File: src/rtl/beeb816_pkg.sv
// Shared types and defaults for the beeb816 CPLD host-side logic.
//   hcs_state_t     : host cycle sequencer states
//   SYNC_STAGES_DEF : default bbc_phi0 synchronizer depth
//   SLOW_EXTRA_DEF  : default extra phi0 periods for FE4x/FC/FD pages
package beeb816_pkg;

   typedef enum logic [2:0] {
      ST_IDLE      = 3'd0,
      ST_WAIT_FALL = 3'd1,
      ST_ADDR      = 3'd2,
      ST_DATA      = 3'd3,
      ST_STRETCH   = 3'd4,
      ST_ACK       = 3'd5
   } hcs_state_t;

   localparam int SYNC_STAGES_DEF = 2;
   localparam int SLOW_EXTRA_DEF  = 1;

endpackage

File: src/rtl/phi_edge_sync.sv
// Synchronizes the host phi0 clock into the fast clock domain and produces
// one-clk rise/fall pulses from the last two synchronized samples.
//   clk       in  : fast CPU-side clock
//   resetb    in  : async active-low reset, clears all flops to 0
//   phi_async in  : host phi0, asynchronous to clk
//   rise      out : one-clk pulse after a synchronized 0->1 of phi0
//   fall      out : one-clk pulse after a synchronized 1->0 of phi0
module phi_edge_sync #(
   parameter int STAGES = 2
) (
   input  logic clk,
   input  logic resetb,
   input  logic phi_async,
   output logic rise,
   output logic fall
);

   logic [STAGES-1:0] sync_q;
   logic              last_q;

   // sync_q[0] is the metastability-exposed stage; edges are only judged
   // between the final stage and its one-clk-delayed copy.
   always_ff @(posedge clk or negedge resetb) begin
      if (!resetb) begin
         sync_q <= '0;
         last_q <= 1'b0;
      end else begin
         sync_q <= {sync_q[STAGES-2:0], phi_async};
         last_q <= sync_q[STAGES-1];
      end
   end

   assign rise = sync_q[STAGES-1] & ~last_q;
   assign fall = ~sync_q[STAGES-1] & last_q;

endmodule

File: src/rtl/host_cycle_seq.sv
// Host bus cycle sequencer: stalls the CPU on host-bus accesses, aligns each
// access to host phi0 and strobes the host address latch.
//   clk         in  : fast CPU-side clock (>= 8x phi0)
//   resetb      in  : async active-low reset
//   bbc_phi0    in  : host phi0, asynchronous
//   host_req    in  : CPU cycle targets the host bus, held until cpu_rdy
//   host_rnw    in  : CPU read=1 / write=0, sampled in IDLE
//   dec_fe4x    in  : slow-page flag, sampled in IDLE
//   lat_en      out : host address latch transparent while 1
//   cpu_rdy     out : 0 stalls the CPU
//   bbc_rnw     out : host bus read/write
//   bbc_data_oe out : drive CPU write data onto the host data bus
//   rdata_cap   out : one-clk host read data capture pulse
//   busy        out : host cycle in progress
//
// state     | meaning
// ----------+--------------------------------------------------------------
// IDLE      | no host cycle; accept host_req, capture rnw and stretch count
// WAIT_FALL | request accepted, waiting for phi0 fall to start cleanly
// ADDR      | phi0 low phase; address latch open
// DATA      | phi0 high phase; write data driven, read data settling
// STRETCH   | extra phi0 low phase for slow pages; data bus released
// ACK       | one clk CPU release, then back to IDLE
module host_cycle_seq
   import beeb816_pkg::*;
#(
   parameter int SYNC_STAGES = SYNC_STAGES_DEF,
   parameter int SLOW_EXTRA  = SLOW_EXTRA_DEF
) (
   input  logic clk,
   input  logic resetb,
   input  logic bbc_phi0,
   input  logic host_req,
   input  logic host_rnw,
   input  logic dec_fe4x,
   output logic lat_en,
   output logic cpu_rdy,
   output logic bbc_rnw,
   output logic bbc_data_oe,
   output logic rdata_cap,
   output logic busy
);

   localparam logic [1:0] SLOW_CNT = 2'(SLOW_EXTRA);

   hcs_state_t state;
   logic [1:0] cnt;
   logic       phi_rise;
   logic       phi_fall;

   phi_edge_sync #(
      .STAGES (SYNC_STAGES)
   ) u_phi_edge_sync (
      .clk       (clk),
      .resetb    (resetb),
      .phi_async (bbc_phi0),
      .rise      (phi_rise),
      .fall      (phi_fall)
   );

   // Registered outputs are updated on the same edge as the state they
   // decode, so they always match the current state.
   always_ff @(posedge clk or negedge resetb) begin
      if (!resetb) begin
         state       <= ST_IDLE;
         cnt         <= 2'd0;
         lat_en      <= 1'b0;
         bbc_rnw     <= 1'b1;
         bbc_data_oe <= 1'b0;
         rdata_cap   <= 1'b0;
         busy        <= 1'b0;
      end else begin
         rdata_cap <= 1'b0;
         case (state)
            ST_IDLE: begin
               if (host_req) begin
                  state   <= ST_WAIT_FALL;
                  bbc_rnw <= host_rnw;
                  cnt     <= dec_fe4x ? SLOW_CNT : 2'd0;
                  busy    <= 1'b1;
               end
            end
            ST_WAIT_FALL: begin
               if (phi_fall) begin
                  state  <= ST_ADDR;
                  lat_en <= 1'b1;
               end
            end
            ST_ADDR: begin
               if (phi_rise) begin
                  state       <= ST_DATA;
                  lat_en      <= 1'b0;
                  bbc_data_oe <= ~bbc_rnw;
               end
            end
            ST_DATA: begin
               if (phi_fall) begin
                  bbc_data_oe <= 1'b0;
                  if (cnt != 2'd0) begin
                     cnt   <= cnt - 2'd1;
                     state <= ST_STRETCH;
                  end else begin
                     rdata_cap <= bbc_rnw;
                     state     <= ST_ACK;
                  end
               end
            end
            ST_STRETCH: begin
               if (phi_rise) begin
                  state       <= ST_DATA;
                  bbc_data_oe <= ~bbc_rnw;
               end
            end
            ST_ACK: begin
               state   <= ST_IDLE;
               busy    <= 1'b0;
               bbc_rnw <= 1'b1;
            end
            default: begin
               state       <= ST_IDLE;
               cnt         <= 2'd0;
               lat_en      <= 1'b0;
               bbc_rnw     <= 1'b1;
               bbc_data_oe <= 1'b0;
               busy        <= 1'b0;
            end
         endcase
      end
   end

   assign cpu_rdy = ~host_req | (state == ST_ACK);

endmodule

File: config.mk
export PLATFORM = sky130hd
export DESIGN_NAME = host_cycle_seq
export DESIGN_NICKNAME = d
export VERILOG_FILES = /design/src/rtl/beeb816_pkg.sv /design/src/rtl/phi_edge_sync.sv /design/src/rtl/host_cycle_seq.sv
export SDC_FILE = /design/constraint.sdc
export NUM_CORES = 1
export LEC_CHECK = 0
export ABC_AREA = 1
export CAP_MARGIN = 10
export CORE_UTILIZATION = 50
export CTS_CLUSTER_DIAMETER = 150
export DETAILED_ROUTE_END_ITERATION = 10
export PLACE_DENSITY_LB_ADDON = 0.12
export SETUP_SLACK_MARGIN = 0.05
export SLEW_MARGIN = 25
export SYNTH_ARGS = -nofsm -noshare
export SYNTH_HDL_FRONTEND = slang
export SYNTH_SLANG_ARGS = --single-unit
File: constraint.sdc
create_clock -name clk -period 1.5 [get_ports clk]
set_input_delay 0.225 -clock clk [delete_from_list [all_inputs] [get_ports clk]]
set_output_delay 0.225 -clock clk [all_outputs]
set_load 0.05 [all_outputs]
==> flow_summary.ini <==
[drt]
dr_wl_met3_um = 65
wl_mm = 1.422
wl_met1_um = 702
drtIter0Drc = 22
wl_met2_um = 631
top_layer = met4
drc = 0
viasPerCell = 5.250
num_vias = 651
firstDrtPassIters = 5
wl_per_cell_um = 11.47
postRouteAntennaNets = 0

[synthesis]
synth_edf_count = 0
ys.flop_type = dfrtp_1
synth.avg_cell_area_um2 = 7.893
ys_types = 21
async_flop_share_pct = 100.0
syn_area_um2 = 742.0
syn_inst = 94
ys.warnings.count = 0
synth_nets = 101
ys_seq_area_share_pct = 44.01
synth.ff_latch_count = 13

[cts]
cts_buffer_depth = 2
cts_made_buffers = 3
htree_levels = 1
worstSkewPairLatency_ns = 0.28
clkTransAtPathRegs_ns = 0.09
cts_tree = done
clock_sink_count = 13
cts_root_buf = clkbuf_4

[grt]
grt_overflow = 0
antenna_found_initial = 0
grt_max_degree = 14
grt_usage_pct = 20.83
grt_pass1_wl_mm = 2.208
grt_pass1_vias = 516

[placement]
place_congestion = 0.8876
place_area_um2 = 858.3
io_buffers = 11
hpwl_mm = 1.050
dp_slack_ns = 0.1217

[critical_path]
cpLargestDelayFamily = flip-flops
critical_path_arrival_ns = 1.19
worstSetupPathType = flop to primary output
worstPathRequired_ns = 1.27
critical_path.max_fanout = 3
crit_path_start_kind = flop
cp-end-kind = primary output
crit_buf_inv = 2
slowest_delay_ns = 0.42
crit_path_cell_trace = inv_2, nand2_4, o21ai_2, buf_12
cp_slowest_cell = dfrtp_2

[final_layout]
nNetsFinal = 117
final_cell_mix = nand2_1, inv_1, nor2_1, dfrtp_1
diodes = 0
layout_commonest_cell = nand2_1
areaGrowthSynthToFinish_pct = 22.93
drive_above_1_share_pct = 29.36
design_area_um2 = 912.1

[die]
die_area_um2 = 1642
initial_core_util_pct = 55.63
die_w_um = 40.52
coreArea_um2 = 1334
ios = 12
dieHeight_um = 40.52
rows = 13

[min_path]
hp-class = input pin to asynchronous set/reset pin

[timing]
period_needed_ns = 1.416
setup_slack_ns = 0.08356
tns_ns = 0
relSlewSlack_pct = 83.68
hold_viol_final = 0
finalSetupViolations = 0
hold_slack_ns = 0.2453
slew_viol_final = 0
worst_pin_slew_ns = 0.2429
rsz0062_at_grt = false
timing.final.crit_share_pct = 94.43
skew_ns = 0.003959
max_freq_ghz = 0.7060

[run_status]
status = finished clean

[power]
power_density_nw_per_um2 = 2183
peakVddDrop_uv = 1192
p_leak_nw = 0.4702

[job]
cap_viol_max_count = 0
[per-layer routing]
layer  vias up  global-route usage [%]
met2        23                   30.95
met5         -                       0
met1       295                   29.01
li1        329                       -
met3         4                   3.333
met4         0                   10.00
[final cells by class]
cell class	count	area (µm²)
flip-flops and latches	13	330.3
repair buffers	14	142.6
fillers	116	421.7
clock buffers	3	22.52
inverters	12	45.04
well taps	15	18.77
clock inverters	1	5.005
multi-input cells	66	347.8
[state kept, by name, indices dropped and copies added (netlist names)]
name / count
cnt: 2
rdata_cap: 1
busy: 1
bbc_rnw: 1
bbc_data_oe: 1
lat_en: 1
u_phi_edge_sync.last_q: 1
u_phi_edge_sync.sync_q: 2
state: 3
[final timing paths]
path | startpoint | endpoint | slack [ns] | cells past startpoint
min reg2reg | u_phi_edge_sync.sync_q[0] | u_phi_edge_sync.sync_q[1] | 0.36 | 0
min | resetb | bbc_data_oe | 0.25 | 2
min in group clk | u_phi_edge_sync.sync_q[0] | u_phi_edge_sync.sync_q[1] | 0.36 | 0
max | state[1] | cpu_rdy | 0.08 | 4
max in group asynchronous | resetb | bbc_rnw | 1.03 | 2
max reg2reg | state[0] | bbc_rnw | 0.18 | 5
[worst register-to-register path, delay by kind of cell (launching register included)]
| kind | cells | cell delay [ns] |
|---|---|---|
| buf+inv | 2 | 0.23 |
| flops | 1 | 0.48 |
| compound gates | 1 | 0.18 |
| simple gates | 2 | 0.38 |
[synth_stat cells (2+ instances only)]
master / count / area, µm²
nand2_4: 2 / 22.52
a21oi_1: 4 / 20.02
nor2_1: 9 / 33.78
nand4_1: 2 / 12.51
nand3_2: 2 / 20.02
inv_1: 9 / 33.78
inv_2: 3 / 11.26
dfrtp_1: 12 / 300.3
nand3_1: 7 / 35.03
nand2_2: 2 / 12.51
nor3_1: 2 / 10.01
buf_6: 3 / 33.78
o21ai_0: 4 / 20.02
nand2_1: 26 / 97.59
[repair_timing]
item,CTS,global route
cloned,0,0
endpoints found under the setup margin,1,1
pin swaps,0,1
endpoints found under the hold margin,0,0
setup buffers,1,1
hold buffers,0,0
gates resized for setup,3,2
[power by group]
part / total, mW / switching, mW / internal, mW / leakage [nW]
Combinational: 1.19 / 0.766 / 0.421 / 0.296
Sequential: 0.585 / 0.111 / 0.474 / 0.157
Clock: 0.219 / 0.120 / 0.0988 / 0.0177
[stage by stage]
| stage | power, mW | cells | utilization, % |
|---|---|---|---|
| after floorplan | 1.467 | 94 | - |
| after global placement | 1.679 | 118 | 64.35 |
| after detailed placement | 1.687 | 118 | 64.35 |
| after CTS | 1.939 | 123 | 67.26 |
| after global routing | 2.143 | 124 | 68.39 |
| final | 1.991 | 124 | 68.39 |
[logic make-up (layout without fill, tap and decap cells)]
kind of cell	count (synthesis)	count (layout)	synth area share [%]
AO/OA/AOI/OAI	10	10	7.589
adder cells (fa/ha/maj)	1	1	1.686
buffers and inverters	15	30	10.62
flip-flops	13	13	44.01
AND/OR/NAND/NOR	55	55	36.09
No activity file was read; power rests on OpenSTA's default activity.
